<file path="src/rtl/ysyx_22041211_core_ctrl_if.sv">
// Fetch and load/store handshake bundle between the core controller and its memories.
// The master side is the controller; the slave side is the memory/bench.
interface ysyx_22041211_core_ctrl_if;
   logic        ifu_req_valid_o;
   logic        ifu_req_ready_i;
   logic        ifu_rsp_valid_i;
   logic [31:0] inst_i;
   logic        lsu_req_valid_o;
   logic        lsu_req_ready_i;
   logic        lsu_rsp_valid_i;

   modport master (
      output ifu_req_valid_o,
      input  ifu_req_ready_i,
      input  ifu_rsp_valid_i,
      input  inst_i,
      output lsu_req_valid_o,
      input  lsu_req_ready_i,
      input  lsu_rsp_valid_i
   );

   modport slave (
      input  ifu_req_valid_o,
      output ifu_req_ready_i,
      output ifu_rsp_valid_i,
      output inst_i,
      input  lsu_req_valid_o,
      output lsu_req_ready_i,
      output lsu_rsp_valid_i
   );
endinterface

</file>
<file path="src/rtl/ysyx_22041211_core_ctrl.sv">
// Multi-cycle core controller: fetch, execute, optional memory access, write-back.
// Sequences the fetch/LSU handshakes, owns the PC and the retired-instruction counter.
module ysyx_22041211_core_ctrl #(
   parameter logic [31:0] RESET_PC = 32'h8000_0000
) (
   input  logic                              clk,
   input  logic                              rst,
   ysyx_22041211_core_ctrl_if.master         bus,
   output logic [31:0]                       inst_o,
   output logic [31:0]                       pc_o,
   input  logic                              dec_wd_i,
   input  logic                              dec_load_i,
   input  logic                              dec_store_i,
   input  logic                              dec_illegal_i,
   input  logic [2:0]                        dec_branch_type_i,
   input  logic                              branch_taken_i,
   input  logic [31:0]                       branch_target_i,
   output logic                              reg_we_o,
   output logic                              retire_o,
   output logic [31:0]                       instret_o,
   output logic                              halt_o,
   output logic [2:0]                        state_o
);

   typedef enum logic [2:0] {
      IF_REQ   = 3'd0,
      IF_WAIT  = 3'd1,
      EX       = 3'd2,
      MEM_REQ  = 3'd3,
      MEM_WAIT = 3'd4,
      WB       = 3'd5,
      HALT     = 3'd6
   } state_e;

   state_e      state_q, state_d;
   logic [31:0] pc_q, pc_d;
   logic [31:0] inst_q, inst_d;
   logic [31:0] instret_q, instret_d;
   logic        we_q, we_d;
   logic [31:0] nextPc;

   always_ff @(posedge clk) begin
      if (rst) begin
         state_q   <= IF_REQ;
         pc_q      <= RESET_PC;
         inst_q    <= 32'd0;
         instret_q <= 32'd0;
         we_q      <= 1'b0;
      end else begin
         state_q   <= state_d;
         pc_q      <= pc_d;
         inst_q    <= inst_d;
         instret_q <= instret_d;
         we_q      <= we_d;
      end
   end

   // The write enable is sampled in EX so that reg_we_o in WB depends on state only.
   always_comb begin
      state_d   = state_q;
      pc_d      = pc_q;
      inst_d    = inst_q;
      instret_d = instret_q;
      we_d      = we_q;
      nextPc    = ((dec_branch_type_i != 3'd0) && branch_taken_i) ? branch_target_i
                                                                 : pc_q + 32'd4;
      case (state_q)
         IF_REQ:   if (bus.ifu_req_ready_i) state_d = IF_WAIT;
         IF_WAIT: begin
            if (bus.ifu_rsp_valid_i) begin
               inst_d  = bus.inst_i;
               state_d = EX;
            end
         end
         EX: begin
            we_d = dec_wd_i & ~dec_store_i;
            if (dec_illegal_i)                  state_d = HALT;
            else if (dec_load_i || dec_store_i) state_d = MEM_REQ;
            else                                state_d = WB;
         end
         MEM_REQ:  if (bus.lsu_req_ready_i) state_d = MEM_WAIT;
         MEM_WAIT: if (bus.lsu_rsp_valid_i) state_d = WB;
         WB: begin
            instret_d = instret_q + 32'd1;
            // A misaligned target still retires but stops the core with the old PC.
            if (nextPc[1:0] != 2'b00) begin
               state_d = HALT;
            end else begin
               pc_d    = nextPc;
               state_d = IF_REQ;
            end
         end
         HALT:     state_d = HALT;
         default:  state_d = IF_REQ;
      endcase
   end

   assign bus.ifu_req_valid_o = (state_q == IF_REQ);
   assign bus.lsu_req_valid_o = (state_q == MEM_REQ);
   assign reg_we_o            = (state_q == WB) & we_q;
   assign retire_o            = (state_q == WB);
   assign halt_o              = (state_q == HALT);
   assign state_o             = state_q;
   assign pc_o                = pc_q;
   assign inst_o              = inst_q;
   assign instret_o           = instret_q;

endmodule
</file>
<file path="src/flat_wrapper.sv">
// flat-port wrapper written by rule: the top's interface ports become plain ports
module ysyx_22041211_core_ctrl_flat 
#(
   parameter logic [31:0] RESET_PC = 32'h8000_0000
)
  (clk, rst, inst_o, pc_o, dec_wd_i, dec_load_i, dec_store_i, dec_illegal_i, dec_branch_type_i, branch_taken_i, branch_target_i, reg_we_o, retire_o, instret_o, halt_o, state_o, bus_ifu_req_valid_o, bus_ifu_req_ready_i, bus_ifu_rsp_valid_i, bus_inst_i, bus_lsu_req_valid_o, bus_lsu_req_ready_i, bus_lsu_rsp_valid_i);
  ysyx_22041211_core_ctrl_if bus_i ();
  input  logic clk;
  input  logic rst;
  output logic [31:0] inst_o;
  output logic [31:0] pc_o;
  input  logic dec_wd_i;
  input  logic dec_load_i;
  input  logic dec_store_i;
  input  logic dec_illegal_i;
  input  logic [2:0] dec_branch_type_i;
  input  logic branch_taken_i;
  input  logic [31:0] branch_target_i;
  output logic reg_we_o;
  output logic retire_o;
  output logic [31:0] instret_o;
  output logic halt_o;
  output logic [2:0] state_o;
  output wire logic [$bits(bus_i.ifu_req_valid_o)-1:0] bus_ifu_req_valid_o;
  input wire logic [$bits(bus_i.ifu_req_ready_i)-1:0] bus_ifu_req_ready_i;
  input wire logic [$bits(bus_i.ifu_rsp_valid_i)-1:0] bus_ifu_rsp_valid_i;
  input wire logic [$bits(bus_i.inst_i)-1:0] bus_inst_i;
  output wire logic [$bits(bus_i.lsu_req_valid_o)-1:0] bus_lsu_req_valid_o;
  input wire logic [$bits(bus_i.lsu_req_ready_i)-1:0] bus_lsu_req_ready_i;
  input wire logic [$bits(bus_i.lsu_rsp_valid_i)-1:0] bus_lsu_rsp_valid_i;
  assign bus_ifu_req_valid_o = bus_i.ifu_req_valid_o;
  assign bus_i.ifu_req_ready_i = bus_ifu_req_ready_i;
  assign bus_i.ifu_rsp_valid_i = bus_ifu_rsp_valid_i;
  assign bus_i.inst_i = bus_inst_i;
  assign bus_lsu_req_valid_o = bus_i.lsu_req_valid_o;
  assign bus_i.lsu_req_ready_i = bus_lsu_req_ready_i;
  assign bus_i.lsu_rsp_valid_i = bus_lsu_rsp_valid_i;
  ysyx_22041211_core_ctrl #(.RESET_PC(RESET_PC)) u_core (.clk(clk), .rst(rst), .bus(bus_i), .inst_o(inst_o), .pc_o(pc_o), .dec_wd_i(dec_wd_i), .dec_load_i(dec_load_i), .dec_store_i(dec_store_i), .dec_illegal_i(dec_illegal_i), .dec_branch_type_i(dec_branch_type_i), .branch_taken_i(branch_taken_i), .branch_target_i(branch_target_i), .reg_we_o(reg_we_o), .retire_o(retire_o), .instret_o(instret_o), .halt_o(halt_o), .state_o(state_o));
endmodule
</file>
<file path="config.mk">
export PLATFORM = sky130hd
export DESIGN_NAME = ysyx_22041211_core_ctrl_flat
export DESIGN_NICKNAME = d
export VERILOG_FILES = /design/src/rtl/ysyx_22041211_core_ctrl_if.sv /design/src/rtl/ysyx_22041211_core_ctrl.sv /design/src/flat_wrapper.sv
export SDC_FILE = /design/constraint.sdc
export NUM_CORES = 1
export LEC_CHECK = 0
export ABC_AREA = 1
export BUFFER_PORTS_ARGS = -buffer_cell sky130_fd_sc_hd__buf_2
export CORE_ASPECT_RATIO = 1.25
export CORE_MARGIN = 2
export CORE_UTILIZATION = 35
export CTS_CLUSTER_DIAMETER = 60
export CTS_CLUSTER_SIZE = 28
export DETAILED_ROUTE_END_ITERATION = 7
export HOLD_SLACK_MARGIN = 0.02
export PLACE_DENSITY = 0.58
export SETUP_SLACK_MARGIN = 0.3
export SLEW_MARGIN = 0
export SYNTH_ARGS = -nofsm -noshare
export SYNTH_HDL_FRONTEND = slang
export SYNTH_SLANG_ARGS = --single-unit
export TNS_END_PERCENT = 1
</file>
<file path="constraint.sdc">
create_clock -name clk -period 1.5 [get_ports clk]
set_input_delay 0.3 -clock clk [delete_from_list [all_inputs] [get_ports clk]]
set_output_delay 0.3 -clock clk [all_outputs]
set_load 0.02 [all_outputs]
</file>
==> run_results.csv <==
group,metric,value,unit
pwr,p_per_area,904,mW/mm^2
placement,dpl.cell_count,1352,
clocking,clk_pin_slew_worst_paths,0.08,ns
placement,portBuffers,181,
setup_path,slowest_stage,"dfxtp_4",
synth,synth_nets,988,
final_layout,final_nets,1238,
timing,drv_slew,0,
timing,period_minus_slack,1.60,ns
setup_path,cp_max_fo,5,
synth,yosys.area.top_type,"dfxtp_1",
synth,syn_area_per_cell,6.13,sq um
pwr,p_int,5.13,mW
pwr,switching_share,34.5,%
clocking,cts_tree,"yes",
pwr,seqPwrFrac,39.6,%
floorplanning,die-area,0.0169,sq mm
clocking,clock-sinks,100,
status,violations,"setup timing",
global_route,grt_max_degree,59,
pwr,leakage,3.62,nW
drt,routedWlPerCell,13.8,microns
timing,fin_skew,0.00858,ns
synth,synth.most_common_cell,"nand2_1",
clocking,cts_root_buffer,"clkbuf_16",
pwr,switchingPower,2.70,mW
floorplanning,start_util,35.7,%
drt,drt_wl_total,19000,microns
final_layout,stdcell_area,0.00867,sq mm
synth,ys_seq_elements,100,
timing,setup_viol,8,
clocking,clk_path_buf_depth,2,
synth,seq_area_frac_synth,36.0,%
drt,via_per_inst,4.74,
synth,ys.flop_type,"dfxtp_1",
floorplanning,chipWidth,117,microns
placement,postPlaceCellArea,0.00745,sq mm
global_route,antenna_found_initial,0,
hold_path,hold_class,"in2reg",
setup_path,worstPathRequired,1.75,ns
timing,worstMarginPinSlew,0.283,ns
clocking,holdBufCountCts,0,
clocking,insertion_delay,0.35,ns
setup_path,end_kind,"flip-flop",
setup_path,criticalPathCategory,"reg2reg",
drt,drt.antenna.violating_nets,0,
pwr,comb_power_share,29.3,%
setup_path,rrSetupSlack,-0.10,ns
global_route,overflow,0,
timing,relSlewSlack,81.0,%
drt,first_pass_iters,4,
drt,route.vias.total,6515,
final_layout,synthToLayoutAreaGrowth,55.7,%
job,cap_violations,0,
clocking,cts-buffers-inserted,9,
floorplanning,coreArea,0.0156,sq mm
synth,synth_cell_types,36,
final_layout,antenna_cells,0,
final_layout,drive_above_1_share,38.7,%
setup_path,path_cells,"inv_4 > nor2_4 > nand2_8 > buf_6 > nor2_4 > nand2_4 > nor2_4 > nand4_4 > nor2_1 > nor2_1",
pwr,irDropWorstVdd,0.804,mV
synth,synth_edf_count,0,
status,status,"finished, violations left",
synth,synth_common_cells,"nand2_1, nor2_1, dfxtp_1",
setup_path,path_common_cell,"nor2_4",
floorplanning,num_rows,51,
clocking,cts_max_level,3,
timing,fin_ws,-0.103,ns
timing,rsz0062_at_grt,"yes",
final_layout,stdcell_count,1375,
timing,whs,0.190,ns
final_layout,utilization,55.7,%
pwr,clkPwrFrac,31.1,%
setup_path,cp_slowest_stage_delay,0.36,ns
placement,gp_congestion,0.945,
drt,drc,0,
floorplanning,fp.dieH,145,microns
synth,netlist_area,0.00557,sq mm
placement,dp_hpwl,14200,microns
timing,setup_tns,-0.546,ns
floorplanning,ios,182,
setup_path,cp.arrival,1.85,ns
synth,synth.top_cell.area_share,36.0,%
synth,synth_warnings,0,
timing,max_freq,0.624,GHz
global_route,grt_pass1_wl,30000,microns
timing,final_hold_viol_count,0,
timing,fin_crit_sh,107,%
synth,yosys-top-cells-area,"dfxtp_1, nand2_1, nor2_1",
global_route,grt_use_total,22.2,%
synth,synth_cells,908,
drt,drtIter0Drc,393,
setup_path,crit_path_start_kind,"flip-flop",
synth,ys_async_sr_fraction,0,%
global_route,grt_pass1_vias,6218,
## cells by family (layout without fill, tap and decap cells)
kind of cell | count (synthesis) | count (layout) | synth area share (%)
XOR/XNOR | 5 | 5 | 0.787
buffers and inverters | 99 | 354 | 7.13
AND/OR/NAND/NOR | 568 | 568 | 42.9
flip-flops | 100 | 100 | 36.0
AO/OA/AOI/OAI | 134 | 134 | 12.8
adder cells (fa/ha/maj) | 2 | 2 | 0.450
## layout by cell type, fill, tap and decap left out, types with 4 or more instances in the layout
cell,instances
buf_6,66
buf_2,114
o21ai_2,4
nand3_2,7
nor3_1,4
dfxtp_4,23
nand4_1,5
inv_6,5
nand2_1,238
nor2_1,174
xnor2_1,4
buf_12,9
o21a_1,5
inv_1,60
nor2_2,26
a21oi_1,55
nand3_1,43
inv_2,5
nand2_2,18
clkbuf_16,10
buf_4,80
nor2_4,28
dfxtp_2,33
nand2_4,4
nand3b_1,12
o21ai_0,57
o21ai_1,4
dfxtp_1,44
## registers in the layout, summed over array words and instances (netlist names)
register / cells
u_core.inst_o: 32
u_core.instret_o: 32
u_core.pc_o: 32
u_core.state_o: 3
u_core.we_q: 1
## critical path: cells and delay by family (launching register included)
family | cells | cell delay (ns)
AND/OR/NAND/NOR | 8 | 0.95
flip-flops | 1 | 0.36
buffers and inverters | 2 | 0.19
## power groups by stage
| stage | combinational [mW] | clock [mW] | sequential, mW |
|---|---|---|---|
| global placement | 2.11 | 0 | 3.16 |
| detailed placement | 2.11 | 0 | 3.17 |
| CTS | 2.29 | 2.52 | 3.11 |
| finish | 2.29 | 2.44 | 3.10 |
| floorplan | 0.924 | 0 | 3.54 |
| global route | 2.52 | 2.63 | 3.14 |
## per-layer routing
| layer | GRT usage [%] | part of all wire [%] | vias up | routed length [microns] |
|---|---|---|---|---|
| met3 | 2.92 | 3.7 | 38 | 708 |
| met4 | 8.41 | 3.2 | 0 | 610 |
| met1 | 26.1 | 42 | 2918 | 7940 |
| met2 | 39.9 | 51 | 159 | 9770 |
| li1 | - | - | 3400 | - |
| met5 | 0 | 0 | - | 0 |
## what timing repair did
action                                 in CTS  in global routing
endpoints found under the hold margin       0                  0
pin swaps                                  25                 16
setup endpoints to repair                 163                178
setup buffers                               5                  2
gates resized for setup                   215                 84
## final cells by class
class	instances	area, sq um
Clock buffer	10	250
Clock inverter	6	60.1
Fill cell	1599	6900
Inverter	68	263
Multi-Input combinational cell	709	3590
Sequential cell	100	2130
Tap cell	212	265
Timing Repair Buffer	270	2110
## through the flow
step,setup slack [ns],power [mW]
floorplan,0.0980,4.46
global placement,-0.0300,5.27
detailed placement,-0.0685,5.28
CTS,-0.127,7.92
global route,-0.222,8.30
finish,-0.103,7.84
## final timing paths
kind                                     startpoint              endpoint  cells past startpoint
worst min register to register  u_core.instret_o[2]   u_core.instret_o[2]                      1
worst min-delay path                 bus_inst_i[23]     u_core.inst_o[23]                      3
worst max register to register    u_core.state_o[0]  u_core.instret_o[19]                     10
worst max-delay path              u_core.state_o[0]  u_core.instret_o[19]                     10
(Power assumes the default switching activity.)
